File: config.mk
export PLATFORM = sky130hd
export DESIGN_NAME = match_event_logger
export DESIGN_NICKNAME = d
export VERILOG_FILES = /design/src/rtl/match_event_logger.sv
export SDC_FILE = /design/constraint.sdc
export NUM_CORES = 1
export LEC_CHECK = 0
export BUFFER_PORTS_ARGS = -buffer_cell sky130_fd_sc_hd__buf_2
export CORE_MARGIN = 1
export CORE_UTILIZATION = 35
export DETAILED_ROUTE_END_ITERATION = 6
export GPL_TIMING_DRIVEN = 0
export SLEW_MARGIN = 25
export SYNTH_ARGS = -nofsm -noshare
export SYNTH_HDL_FRONTEND = slang
export SYNTH_SLANG_ARGS = --single-unit
File: constraint.sdc
create_clock -name clk -period 5 [get_ports clk]
set_input_delay 0 -clock clk [delete_from_list [all_inputs] [get_ports clk]]
set_output_delay 0 -clock clk [all_outputs]
set_load 0.005 [all_outputs]
File: src/rtl/match_event_logger.sv
// Timestamps serial-pattern match pulses with the bit index that completed them
// and queues the timestamps in a small FIFO drained through valid/ready.
module match_event_logger #(
    parameter int IDX_W = 16,
    parameter int DEPTH = 4,
    parameter int CNT_W = 8
) (
    input  logic                     clk,
    input  logic                     clr,
    input  logic                     match,
    input  logic                     stat_clr,
    output logic                     ev_valid,
    output logic [IDX_W-1:0]         ev_idx,
    input  logic                     ev_ready,
    output logic [CNT_W-1:0]         match_cnt,
    output logic                     ovf,
    output logic [$clog2(DEPTH):0]   level
);

    localparam int AW = $clog2(DEPTH);
    localparam int PW = AW + 1;

    logic [IDX_W-1:0] pos_reg;
    logic [IDX_W-1:0] mem [DEPTH];
    logic [PW-1:0]    wr_ptr_reg, wr_ptr_next;
    logic [PW-1:0]    rd_ptr_reg, rd_ptr_next;
    logic [PW-1:0]    level_now;
    logic             ev_valid_reg;
    logic [CNT_W-1:0] cnt_reg, cnt_next;
    logic             ovf_reg, ovf_next;
    logic             full, pop, push, drop;

    // Pointers carry one extra bit so full and empty differ at equal addresses.
    always_comb begin
        level_now   = wr_ptr_reg - rd_ptr_reg;
        full        = (level_now == PW'(DEPTH));
        pop         = ev_valid_reg & ev_ready;
        push        = match & (~full | pop);
        drop        = match & full & ~pop;
        wr_ptr_next = wr_ptr_reg + PW'(push);
        rd_ptr_next = rd_ptr_reg + PW'(pop);

        cnt_next = cnt_reg;
        ovf_next = ovf_reg | drop;
        if (stat_clr) begin
            cnt_next = match ? CNT_W'(1) : '0;
            ovf_next = drop;
        end else if (match && (cnt_reg != '1)) begin
            cnt_next = cnt_reg + CNT_W'(1);
        end
    end

    always_ff @(posedge clk) begin
        if (clr) begin
            pos_reg      <= '0;
            wr_ptr_reg   <= '0;
            rd_ptr_reg   <= '0;
            ev_valid_reg <= 1'b0;
            cnt_reg      <= '0;
            ovf_reg      <= 1'b0;
        end else begin
            pos_reg      <= pos_reg + IDX_W'(1);
            wr_ptr_reg   <= wr_ptr_next;
            rd_ptr_reg   <= rd_ptr_next;
            ev_valid_reg <= (wr_ptr_next != rd_ptr_next);
            cnt_reg      <= cnt_next;
            ovf_reg      <= ovf_next;
        end
    end

    // Storage needs no reset: stale slots are unreachable once pointers clear.
    always_ff @(posedge clk) begin
        if (!clr && push) begin
            mem[wr_ptr_reg[AW-1:0]] <= pos_reg;
        end
    end

    assign ev_valid  = ev_valid_reg;
    assign ev_idx    = ev_valid_reg ? mem[rd_ptr_reg[AW-1:0]] : '0;
    assign match_cnt = cnt_reg;
    assign ovf       = ovf_reg;
    assign level     = level_now;

endmodule

==> results by group <==
Outcome
  – Status: complete, no violations

Layout
  – Syn-to-layout area delta: 17.77%
  – Register area: 2562 um^2
  – Commonest non-fill, non-tap cell in the layout: edfxtp_1
  – Layout filler cell count: 1,005
  – Area of the multi-input gates: 1356 um^2
  – Most frequent cells in the layout: 64 x edfxtp_1, 45 x buf_2, 32 x dfxtp_1
  – Ant diodes: 0
  – Layout cells sized above 1: 0.2643
  – Nets: 341
  – Flip-flop count of the largest register after layout: 64
  – Final Non-Filler Cells: 473

Setup path
  – Flop2flop setup slack: 2.05 ns
  – Worst EP required: 5.20 ns
  – WP data arrival: 3.14 ns
  – Worst setup EP type: flop
  – Worst path max stage delay: 0.50 ns
  – Slowest CP cell: nor4_4
  – Crit path max fanout: 6
  – Buf/Inv on CP: 2
  – Critical Path, Cell by Cell: inv_1 > ha_1 > fa_1 > inv_1 > nor4_4 > nor2_1 > ha_1 > ha_1 > xnor2_1 > xnor2_1 > a31oi_1
  – CP top delay family: adder cells
  – Critical Path Most Common Cell: ha_1
  – Critical path startpoint category: flop
  – Critical path class: reg -> reg

Detailed routing
  – DRT iter0 DRCs: 87
  – Detailed-route via count: 2,411
  – DRT Pass-1 Iters: 4
  – Wire length per cell: 15.51 um
  – Antenna Nets Post-Route: 0
  – Vias per inst: 5.097
  – Drt drc: 0
  – Routed WL: 7.336 mm

Die
  – Vert. Die Dim: 108.9 um
  – Initial core utilization: 0.3641
  – Die area: 11,860 um^2
  – Number of I/O pins: 34
  – Core ar.: 10,980 um^2
  – Die W: 108.9 um
  – FP Rows: 38

Clocking
  – H-tree levels: 3
  – CTS buffer count: 9
  – Clock sink count: 96
  – CTS root buffer: clkbuf_16
  – CTS tree: yes
  – Clk pin slew, worst setup/hold paths: 0.06 ns
  – Setup Buffers After CTS: 0
  – Max clock buf depth: 2
  – Clock latency on the worst-skew pair: 0.34 ns

Job
  – Maxcap violations: 0

Yosys
  – Post-synthesis compound-gate area fraction: 0.05225
  – Simple-gate area share of the yosys netlist: 0.1295
  – Top FF cell, synth: edfxtp_1
  – Synthesized netlist cell count: 272
  – Synthesized area per cell: 14.70 um^2
  – Synth Area in XOR/XNOR: 0.02315
  – Syn nets: 285
  – Post-Synth Adder-Cell Area: 0.02691
  – Yosys cell types: 45
  – Yosys warnings: 0
  – Largest family of logic cells by synthesized area: simple AND/OR/NAND/NOR gates
  – Synth async-reset ratio: 0
  – Netlist Area Pre-Place: 3999 um^2
  – Post-synth EDFFs: 64
  – Mux cell area share after synthesis: 0.1011
  – Sequential fraction of the synthesis area: 0.6408
  – Yosys reg bits: 96

Timing
  – Post-route minimum period: 2.947 ns
  – Fin crit share: 0.5894
  – Hold slack final: 0.04803 ns
  – Fmax: 339.3 MHz
  – Final worst slack: 2.053 ns
  – Clock Skews: 0.005306 ns
  – Final setup viols: 0
  – Final Max Tran Viols: 0
  – Slew margin rel.: 0.5431
  – Hold Vio Cnt, Final: 0
  – TNS Setup: 0 ns
  – Worst Tran Pin Value: 0.6797 ns
  – RSZ-0062 raised after global routing: no

Placement
  – Place WS: 2.080 ns
  – Post-DP HPWL: 5.233 mm
  – Placed insts: 456
  – IO buf count: 32
  – Routability cong.: 0.7826

Global route
  – Gr ovfl total: 0
  – Initial antenna violation count: 0
  – Number of global-route vias before repair: 2,247
  – Total track usage: 0.1360
  – First-pass GRT wire length: 11.82 mm
  – Largest net degree at the start of global routing: 17

Worst hold path
  – Hold Path Class: in -> reg

Power and ir drop
  – Leakage power: 1.677 nW
  – Pwr dens: 388.7 nW/um^2
  – Worst VDD drop: 0.2119 mV
-- logic make-up (layout without fill, tap and decap cells) --
group,count (synthesis),in the layout
buf+inv,24,85
mux,20,20
xor+xnor,9,9
flops,96,96
compound gates,33,33
simple gates,82,82
fa+ha+maj,8,8
-- final timing paths --
check	from	end	cells past startpoint
min	clr	pos_reg[15]$_SDFF_PP0_	3
max	wr_ptr_reg[0]$_SDFF_PP0_	ev_valid$_SDFF_PP0_	11
max reg2reg	wr_ptr_reg[0]$_SDFF_PP0_	ev_valid$_SDFF_PP0_	11
min reg2reg	ovf$_SDFF_PP0_	ovf$_SDFF_PP0_	1
-- layer usage --
layer | track usage | wire [um]
met1 | 0.1759 | 3275
met2 | 0.2201 | 3609
met3 | 0.02391 | 293
met4 | 0.06660 | 158
met5 | 0 | 0
-- power breakdown --
part | leakage [nW] | switching (W) | internal [W]
combinational | 0.706 | 0.000148 | 0.000160
sequential | 0.851 | 0.0000290 | 0.000883
clock | 0.119 | 0.000275 | 0.000336
total | 1.68 | 0.000451 | 0.00138
-- layout make-up --
type,instances,area share
sequential,96,0.5441
inverter,12,0.009564
multi-input combinational,152,0.2880
clock inverter,5,0.007439
tap,140,0.03719
buffer,12,0.01275
clock buffer,11,0.04942
timing repair buffer,45,0.05154
-- synthesized netlist by cell type, types with 2 or more instances --
library cell | n | area, um^2
or4_1 | 4 | 30.03
nand4_1 | 6 | 37.54
nand3_1 | 4 | 20.02
ha_1 | 7 | 87.58
clkbuf_1 | 4 | 15.01
and3_1 | 2 | 12.51
edfxtp_1 | 64 | 1922
nand2_1 | 8 | 30.03
dfxtp_1 | 32 | 640.6
nor4_1 | 6 | 37.54
o31ai_1 | 4 | 30.03
nor2b_1 | 9 | 56.30
mux2_1 | 3 | 33.78
a21oi_1 | 13 | 65.06
a2111oi_1 | 2 | 20.02
or3_1 | 4 | 25.02
and4_1 | 2 | 17.52
o21ai_0 | 6 | 30.03
xnor2_1 | 7 | 61.31
nor2_1 | 11 | 41.29
and2_1 | 17 | 106.4
inv_1 | 12 | 45.04
a31oi_1 | 3 | 18.77
buf_2 | 6 | 30.03
mux4_2 | 16 | 360.4
-- tightest hold or removal path: cells and delay by family --
kind	cells	cell delay, ns
buffers and inverters	1	0.13
muxes	1	0.12
and+or+nand+nor	1	0.10
-- what timing repair did --
| item | 4_1_cts | 5_1_grt |
|---|---|---|
| resized for setup | 0 | 0 |
| endpoints found under the hold margin | 3 | 0 |
| hold buffers | 1 | 0 |
-- metrics by stage --
step	util	power [W]	instance area (um^2)
2_1_floorplan	-	0.001125	3999
3_3_place_gp	0.3946	0.001230	4334
3_5_place_dp	0.4035	0.001246	4432
4_1_cts	0.4288	0.001857	4710
5_1_grt	0.4288	0.001913	4710
6_report	0.4288	0.001831	4710
Power figures use the tool's default switching activity.
